===== src/rtl/io_uart_pkg.sv =====
// io_uart shared definitions: register offsets,
// status bit positions and FSM state encodings.
package io_uart_pkg;

  localparam logic [7:0] REG_DATA   = 8'd0;
  localparam logic [7:0] REG_STATUS = 8'd1;
  localparam logic [7:0] REG_CTRL   = 8'd2;

  localparam int ST_TXFULL  = 0;
  localparam int ST_TXEMPTY = 1;
  localparam int ST_RXVALID = 2;
  localparam int ST_OVERRUN = 3;
  localparam int ST_FRAMING = 4;

  typedef enum logic [1:0] {
    TX_IDLE,
    TX_START,
    TX_DATA,
    TX_STOP
  } txState_t;

  typedef enum logic [1:0] {
    RX_IDLE,
    RX_START,
    RX_DATA,
    RX_STOP
  } rxState_t;

endpackage


===== src/rtl/io_uart_if.sv =====
// io_uart I/O bus bundle: decoded I/O strobes in,
// read data and tristate enable out.
interface io_uart_if;

  logic [7:0] busIn;
  logic [7:0] busOut;
  logic       busNOE;
  logic       ioSelect;
  logic [7:0] ioAddress;
  logic       ioNOE;
  logic       ioNWE;

  modport master (
    output busIn, ioSelect, ioAddress, ioNOE, ioNWE,
    input  busOut, busNOE
  );

  modport slave (
    input  busIn, ioSelect, ioAddress, ioNOE, ioNWE,
    output busOut, busNOE
  );

endinterface


===== src/rtl/io_uart_fifo.sv =====
// io_uart TX FIFO: synchronous, power-of-two depth,
// extra pointer MSB separates full from empty.
module io_uart_fifo #(
  parameter int WIDTH = 8,
  parameter int DEPTH = 4
) (
  input  logic             clk,
  input  logic             rst,
  input  logic             push,
  input  logic             pop,
  input  logic [WIDTH-1:0] wdata,
  output logic [WIDTH-1:0] rdata,
  output logic             full,
  output logic             empty
);

  localparam int AW = $clog2(DEPTH);

  logic [WIDTH-1:0] mem [DEPTH];
  logic [AW:0]      wrPtr;
  logic [AW:0]      rdPtr;
  logic             doPush;
  logic             doPop;

  assign empty  = wrPtr == rdPtr;
  assign full   = (wrPtr[AW] != rdPtr[AW]) &&
                  (wrPtr[AW-1:0] == rdPtr[AW-1:0]);
  assign doPop  = pop && !empty;
  // a pop frees the head slot first, so push-on-full is legal then
  assign doPush = push && (!full || doPop);
  assign rdata  = mem[rdPtr[AW-1:0]];

  // storage write; contents need no reset
  always_ff @(posedge clk) begin
    if (doPush) mem[wrPtr[AW-1:0]] <= wdata;
  end

  // pointer advance
  always_ff @(posedge clk or posedge rst) begin
    if (rst) begin
      wrPtr <= '0;
      rdPtr <= '0;
    end else begin
      if (doPush) wrPtr <= wrPtr + 1'b1;
      if (doPop)  rdPtr <= rdPtr + 1'b1;
    end
  end

endmodule


===== src/rtl/io_uart.sv =====
// io_uart: memory-mapped 8N1 UART (DATA/STATUS/CTRL).
// Optional CTRL loopback register: IO_UART_LOOPBACK_EN.
module io_uart
  import io_uart_pkg::*;
#(
  parameter logic [7:0] BASE_ADDR     = 8'h10,
  parameter int         CLKS_PER_BIT  = 16,
  parameter int         TX_FIFO_DEPTH = 4
) (
  input  logic        i_clk,
  input  logic        i_reset,
  io_uart_if.slave    bus,
  input  logic        i_rx,
  output logic        o_tx
);

  localparam int CW = $clog2(CLKS_PER_BIT);
  localparam logic [CW-1:0] BAUD_LAST = CW'(CLKS_PER_BIT - 1);
  localparam logic [CW-1:0] BAUD_MID  = CW'(CLKS_PER_BIT / 2 - 1);

  logic hitData, hitStatus, hitCtrl;
  logic rdStrobe, wrStrobe;
  logic dataRd, statusRd, dataWr;
  logic loopback, rxIn;

  logic [7:0] fifoHead;
  logic       fifoFull, fifoEmpty, txPop, txEmpty;
  txState_t   txState;
  logic [CW-1:0] txCnt;
  logic [2:0] txBit;
  logic [7:0] txShift;

  logic       rxMeta, rxSync, rxPrev;
  rxState_t   rxState;
  logic [CW-1:0] rxCnt;
  logic [2:0] rxBit;
  logic [7:0] rxShift;
  logic       rxDone, rxStopOk;
  logic [7:0] rxHold;
  logic       rxValid, rxOverrun, framingErr;
  logic [7:0] status;

  assign rdStrobe  = !bus.ioNOE;
  assign wrStrobe  = !bus.ioNWE;
  assign hitData   = bus.ioSelect &&
                     bus.ioAddress == 8'(BASE_ADDR + REG_DATA);
  assign hitStatus = bus.ioSelect &&
                     bus.ioAddress == 8'(BASE_ADDR + REG_STATUS);
  assign dataRd    = hitData && rdStrobe;
  assign statusRd  = hitStatus && rdStrobe;
  assign dataWr    = hitData && wrStrobe;

`ifdef IO_UART_LOOPBACK_EN
  assign hitCtrl = bus.ioSelect &&
                   bus.ioAddress == 8'(BASE_ADDR + REG_CTRL);

  // CTRL bit0 selects internal loopback
  always_ff @(posedge i_clk or posedge i_reset) begin
    if (i_reset) loopback <= 1'b0;
    else if (hitCtrl && wrStrobe) loopback <= bus.busIn[0];
  end

  assign rxIn = loopback ? o_tx : i_rx;
`else
  assign hitCtrl  = 1'b0;
  assign loopback = 1'b0;
  assign rxIn     = i_rx;
`endif

  assign txEmpty = fifoEmpty && txState == TX_IDLE;

  always_comb begin
    status = '0;
    status[ST_TXFULL]  = fifoFull;
    status[ST_TXEMPTY] = txEmpty;
    status[ST_RXVALID] = rxValid;
    status[ST_OVERRUN] = rxOverrun;
    status[ST_FRAMING] = framingErr;
  end

  // read mux drives the shared bus only on a mapped read
  always_comb begin
    bus.busOut = '0;
    bus.busNOE = 1'b1;
    if (rdStrobe) begin
      unique case (1'b1)
        hitData: begin
          bus.busNOE = 1'b0;
          bus.busOut = rxHold;
        end
        hitStatus: begin
          bus.busNOE = 1'b0;
          bus.busOut = status;
        end
        hitCtrl: begin
          bus.busNOE = 1'b0;
          bus.busOut = {7'b0, loopback};
        end
        default: ;
      endcase
    end
  end

  io_uart_fifo #(
    .WIDTH(8),
    .DEPTH(TX_FIFO_DEPTH)
  ) txFifo (
    .clk  (i_clk),
    .rst  (i_reset),
    .push (dataWr),
    .pop  (txPop),
    .wdata(bus.busIn),
    .rdata(fifoHead),
    .full (fifoFull),
    .empty(fifoEmpty)
  );

  assign txPop = !fifoEmpty &&
                 (txState == TX_IDLE ||
                  (txState == TX_STOP && txCnt == BAUD_LAST));

  // serializer; o_tx follows the state one cycle later
  always_ff @(posedge i_clk or posedge i_reset) begin
    if (i_reset) begin
      txState <= TX_IDLE;
      txCnt   <= '0;
      txBit   <= '0;
      txShift <= '0;
      o_tx    <= 1'b1;
    end else begin
      if (txState != TX_IDLE)
        txCnt <= (txCnt == BAUD_LAST) ? '0 : txCnt + 1'b1;
      unique case (txState)
        TX_IDLE: begin
          o_tx <= 1'b1;
          if (txPop) begin
            txShift <= fifoHead;
            txCnt   <= '0;
            txState <= TX_START;
          end
        end
        TX_START: begin
          o_tx <= 1'b0;
          if (txCnt == BAUD_LAST) begin
            txBit   <= '0;
            txState <= TX_DATA;
          end
        end
        TX_DATA: begin
          o_tx <= txShift[0];
          if (txCnt == BAUD_LAST) begin
            txShift <= txShift >> 1;
            txBit   <= txBit + 3'd1;
            if (txBit == 3'd7) txState <= TX_STOP;
          end
        end
        TX_STOP: begin
          o_tx <= 1'b1;
          if (txCnt == BAUD_LAST) begin
            if (txPop) begin
              txShift <= fifoHead;
              txState <= TX_START;
            end else begin
              txState <= TX_IDLE;
            end
          end
        end
        default: txState <= TX_IDLE;
      endcase
    end
  end

  // two-flop synchronizer plus edge history
  always_ff @(posedge i_clk or posedge i_reset) begin
    if (i_reset) begin
      rxMeta <= 1'b1;
      rxSync <= 1'b1;
      rxPrev <= 1'b1;
    end else begin
      rxMeta <= rxIn;
      rxSync <= rxMeta;
      rxPrev <= rxSync;
    end
  end

  // deserializer; only a high-to-low edge arms a frame
  always_ff @(posedge i_clk or posedge i_reset) begin
    if (i_reset) begin
      rxState  <= RX_IDLE;
      rxCnt    <= '0;
      rxBit    <= '0;
      rxShift  <= '0;
      rxDone   <= 1'b0;
      rxStopOk <= 1'b0;
    end else begin
      rxDone <= 1'b0;
      unique case (rxState)
        RX_IDLE: begin
          rxCnt <= '0;
          if (rxPrev && !rxSync) rxState <= RX_START;
        end
        RX_START: begin
          rxCnt <= rxCnt + 1'b1;
          if (rxCnt == BAUD_MID) begin
            rxCnt   <= '0;
            rxBit   <= '0;
            rxState <= rxSync ? RX_IDLE : RX_DATA;
          end
        end
        RX_DATA: begin
          rxCnt <= (rxCnt == BAUD_LAST) ? '0 : rxCnt + 1'b1;
          if (rxCnt == BAUD_LAST) begin
            rxShift <= {rxSync, rxShift[7:1]};
            rxBit   <= rxBit + 3'd1;
            if (rxBit == 3'd7) rxState <= RX_STOP;
          end
        end
        RX_STOP: begin
          rxCnt <= (rxCnt == BAUD_LAST) ? '0 : rxCnt + 1'b1;
          if (rxCnt == BAUD_LAST) begin
            rxDone   <= 1'b1;
            rxStopOk <= rxSync;
            rxState  <= RX_IDLE;
          end
        end
        default: rxState <= RX_IDLE;
      endcase
    end
  end

  // holding register and sticky flags
  always_ff @(posedge i_clk or posedge i_reset) begin
    if (i_reset) begin
      rxHold     <= '0;
      rxValid    <= 1'b0;
      rxOverrun  <= 1'b0;
      framingErr <= 1'b0;
    end else begin
      if (dataRd) rxValid <= 1'b0;
      if (statusRd) begin
        rxOverrun  <= 1'b0;
        framingErr <= 1'b0;
      end
      if (rxDone) begin
        if (!rxStopOk) begin
          framingErr <= 1'b1;
        end else if (!rxValid || dataRd) begin
          rxHold  <= rxShift;
          rxValid <= 1'b1;
        end else begin
          rxOverrun <= 1'b1;
        end
      end
    end
  end

endmodule


===== src/flat_wrapper.sv =====
// flat-port wrapper written by rule: the top's interface ports become plain ports
module io_uart_flat import io_uart_pkg::*;
#(
  parameter logic [7:0] BASE_ADDR     = 8'h10,
  parameter int         CLKS_PER_BIT  = 16,
  parameter int         TX_FIFO_DEPTH = 4
)
  (i_clk, i_reset, i_rx, o_tx, bus_busIn, bus_ioSelect, bus_ioAddress, bus_ioNOE, bus_ioNWE, bus_busOut, bus_busNOE);
  io_uart_if bus_i ();
  input  logic i_clk;
  input  logic i_reset;
  input  logic i_rx;
  output logic o_tx;
  input wire logic [$bits(bus_i.busIn)-1:0] bus_busIn;
  input wire logic [$bits(bus_i.ioSelect)-1:0] bus_ioSelect;
  input wire logic [$bits(bus_i.ioAddress)-1:0] bus_ioAddress;
  input wire logic [$bits(bus_i.ioNOE)-1:0] bus_ioNOE;
  input wire logic [$bits(bus_i.ioNWE)-1:0] bus_ioNWE;
  output wire logic [$bits(bus_i.busOut)-1:0] bus_busOut;
  output wire logic [$bits(bus_i.busNOE)-1:0] bus_busNOE;
  assign bus_i.busIn = bus_busIn;
  assign bus_i.ioSelect = bus_ioSelect;
  assign bus_i.ioAddress = bus_ioAddress;
  assign bus_i.ioNOE = bus_ioNOE;
  assign bus_i.ioNWE = bus_ioNWE;
  assign bus_busOut = bus_i.busOut;
  assign bus_busNOE = bus_i.busNOE;
  io_uart #(.BASE_ADDR(BASE_ADDR), .CLKS_PER_BIT(CLKS_PER_BIT), .TX_FIFO_DEPTH(TX_FIFO_DEPTH)) u_core (.i_clk(i_clk), .i_reset(i_reset), .bus(bus_i), .i_rx(i_rx), .o_tx(o_tx));
endmodule

===== config.mk =====
export PLATFORM = sky130hd
export DESIGN_NAME = io_uart_flat
export DESIGN_NICKNAME = d
export VERILOG_FILES = /design/src/rtl/io_uart_pkg.sv /design/src/rtl/io_uart_if.sv /design/src/rtl/io_uart_fifo.sv /design/src/rtl/io_uart.sv /design/src/flat_wrapper.sv
export SDC_FILE = /design/constraint.sdc
export NUM_CORES = 1
export LEC_CHECK = 0
export ABC_AREA = 1
export BUFFER_PORTS_ARGS = -buffer_cell sky130_fd_sc_hd__buf_2
export CAP_MARGIN = 20
export CORE_UTILIZATION = 35
export DETAILED_ROUTE_END_ITERATION = 12
export PLACE_DENSITY = 0.6
export RECOVER_POWER = 25
export SYNTH_ARGS = -nofsm -noshare
export SYNTH_HDL_FRONTEND = slang
export SYNTH_HIERARCHICAL = 1
export SYNTH_SLANG_ARGS = --single-unit
export TNS_END_PERCENT = 20

===== constraint.sdc =====
create_clock -name i_clk -period 4.1 [get_ports i_clk]
set_input_delay 0.615 -clock i_clk [delete_from_list [all_inputs] [get_ports i_clk]]
set_output_delay 0.615 -clock i_clk [all_outputs]
set_load 0.02 [all_outputs]

==> summary.md <==
| Metric | Value |
|---|---|
| Unrepaired setup endpoints after global routing | no |
| Post-Syn Instances | 431 |
| Clock sinks | 89 |
| DR top layer | met4 |
| Crit-path max FO | 20 |
| Slew HR | 0.551 |
| First-pass GRT wire length | 14.1 mm |
| Worst Clk Skew | 5.67 ps |
| VDD IR max | 258 uV |
| Critical path required time | 3480 ps |
| Maximum number of pins on one net before global-route repair | 52 |
| Post-synth EDFFs | 32 |
| Register area | 2390 um2 |
| Num rows | 39 |
| Crit Path Class | reg -> out |
| Reg-to-reg endpoint | u_core/txFifo/mem[0][7] |
| DRT Wirelength | 8.13 mm |
| GR Overflow Total | 0 |
| Worst EP arrival | 2160 ps |
| Post-Synthesis Cell Area | 4220 um2 |
| Drt pass-1 iters | 8 |
| Final ANT Viol Nets | 0 |
| Fmax | 361 MHz |
| Hold Buf Count CTS | 0 |
| Final slew viol count | 0 |
| Fill cells | 1,124 |
| Violations in the final reports | DRC |
| Fin crit share | 0.676 |
| Total number of vias | 2,904 |
| R2R Path Start | u_core/txFifo/rdPtr[0] |
| I/O Pins | 32 |
| Post-synth ARST share | 0.640 |
| Antenna cells | 0 |
| Final design instance area without fill | 4830 um2 |
| # H-tree levels | 3 |
| DP HPWL | 5.99 mm |
| Hold WS | 194 ps |
| # DRC | 1 |
| Multi-input gate area | 1570 um2 |
| Initial DRC Count | 190 |
| Hold crit path type | in -> async |
| GPL Wtd Cong | 0.835 |
| Area contributors post-synth | dfrtp_1 (31%), edfxtp_1 (23%), nand2_1 (9.3%) |
| Total length of routed met2 wires | 3.68 mm |
| Max clock buf depth | 2 |
| Synth Area per Inst | 9.78 um2 |
| Die Height | 112 um |
| Yosys reg bits | 89 |
| Vias in the first global route | 2,874 |
| M1 WL | 4.07 mm |
| Final min period | 2770 ps |
| Post-synth net total | 470 |
| Tot Pwr | 2.62 mW |
| Post-CTS Resized | 0 |
| Num CTS Buffers | 9 |
| Post-route setup TNS | 0 ps |
| Reg2reg path depth | 10 |
| P per Cell Area | 542 nW/um2 |
| Synthesis-to-layout area growth | 14.5% |
| Status | complete, but fails checks |
| Synth Flop Type | dfrtp_1 |
| Reg2reg setup slack | 1390 ps |
| Post-synthesis sequential area ratio | 0.567 |
| Clk slew on worst S/H paths | 70 ps |
| Max Cap Violations | 0 |
| Yosys top cell area share | 0.315 |
| Die area | 12,500 um2 |
| Worst skew pair latency | 340 ps |
| Synth top cells by count | nand2_1 (105), dfrtp_1 (53), inv_1 (48) |
| Hold Fails Final Rpt | 0 |
| Via-per-instance ratio | 4.73 |
| I/O Buffers | 31 |
| Starting Density | 0.365 |
| Die W | 112 um |
| Final setup fails | 0 |
| CP startpoint kind | flip-flop |
| Synth area leader | dfrtp_1 |
| CTS tree | done |
| All-Layer GR Usage | 0.144 |
| Worst-Margin Slew | 673 ps |
| Nets | 505 |
| Initial antenna violation count | 0 |
| DR WL/cell | 13.2 um |
| Detail Route met3 WL | 269 um |
| Core Area | 11,600 um2 |
| Setup Buffers After CTS | 0 |
| Post-DP Area | 4490 um2 |
| Synth unique cells | 38 |
| Clk root buf | clkbuf_16 |
| Crit. End Element | output port |
| Synth warn | 6 |
| P_leak | 2.30 nW |
| Share of cells above drive strength 1 | 0.144 |
| Most frequent cell after synthesis | nand2_1 |
==> worst max-delay path, stage by stage (launching register included) <==
cell	delay, ps
dfrtp_1	770
xnor2_4	210
nand3_2	150
inv_1	160
nand2_1	150
o21ai_0	180
buf_2	200
==> placed cells by master (no fill, tap or decap), types with 4 or more instances in the layout <==
cell / netlist / routed
dfrtp_1: 53 / 53
mux2i_1: 7 / 7
clkbuf_16: 0 / 9
inv_6: 0 / 4
edfxtp_1: 32 / 32
nand2_1: 105 / 105
o21ai_2: 8 / 8
nor2_1: 42 / 42
nand3_1: 27 / 27
o21ai_0: 31 / 31
xor2_1: 4 / 4
clkbuf_1: 1 / 8
o22ai_1: 8 / 8
inv_1: 48 / 48
buf_2: 2 / 23
nand2_2: 4 / 4
ha_1: 17 / 17
a21oi_1: 8 / 8
==> logic make-up after synthesis <==
logic type,Yosys count,synth area share
adder cells (fa/ha/maj),17,0.0504
AO/OA/AOI/OAI,60,0.0855
flip-flops,89,0.567
XOR/XNOR,6,0.0169
buffers and inverters,60,0.0608
multiplexers,7,0.0166
AND/OR/NAND/NOR,192,0.202
==> routing by layer <==
metal,global-route usage,vias up
met5,0,-
li1,-,1477
met2,0.220,38
met1,0.200,1381
met3,0.0338,8
met4,0.0486,0
==> cell type report <==
cell class	count	share of cell area
clock buffers	9	0.0467
inverters	52	0.0410
flip-flops and latches	89	0.496
multi-input cells	282	0.325
well taps	143	0.0371
repair buffers	32	0.0342
clock inverters	7	0.0207
==> power by group <==
group | internal, mW | total (mW) | leakage [nW] | switching (mW)
clock | 0.542 | 0.904 | 0.161 | 0.362
combinational | 0.231 | 0.601 | 1.10 | 0.369
sequential | 1.03 | 1.11 | 1.03 | 0.0822
==> metrics by stage <==
step                cells  setup slack, ps  utilization
finish                614             1330        0.417
global route          614             1140        0.417
CTS                   613             1330        0.417
detailed placement    597             1390        0.388
floorplan             431             1900            -
global placement      597             1570        0.388
==> how the worst max path moves through the flow <==
stage                                      start                      end  cells past startpoint
after global routing      u_core/txFifo/rdPtr[0]  u_core/txFifo/mem[3][2]                     10
after global placement    u_core/txFifo/rdPtr[0]  u_core/txFifo/mem[3][1]                     10
after CTS                 u_core/txFifo/rdPtr[0]            bus_busOut[1]                      6
after detailed placement  u_core/txFifo/rdPtr[0]  u_core/txFifo/mem[3][1]                     10
final                     u_core/txFifo/rdPtr[0]            bus_busOut[1]                      6
after floorplan           u_core/txFifo/rdPtr[0]            bus_busOut[1]                      6
==> sequential cells by signal, summed over array words and instances (netlist names), named ones only <==
register	flops
u_core/rxStopOk	1
u_core/txFifo/rdPtr	3
u_core/rxHold	8
u_core/txState	2
u_core/rxShift	8
u_core/framingErr	1
u_core/txBit	3
u_core/o_tx	1
u_core/rxMeta	1
u_core/txFifo/wrPtr	3
u_core/rxSync	1
u_core/rxValid	1
u_core/txCnt	4
u_core/rxDone	1
u_core/rxPrev	1
u_core/rxCnt	4
u_core/rxOverrun	1
u_core/rxBit	3
u_core/txFifo/mem	32
u_core/rxState	1
u_core/txShift	8
Power figures use the tool's default switching activity.
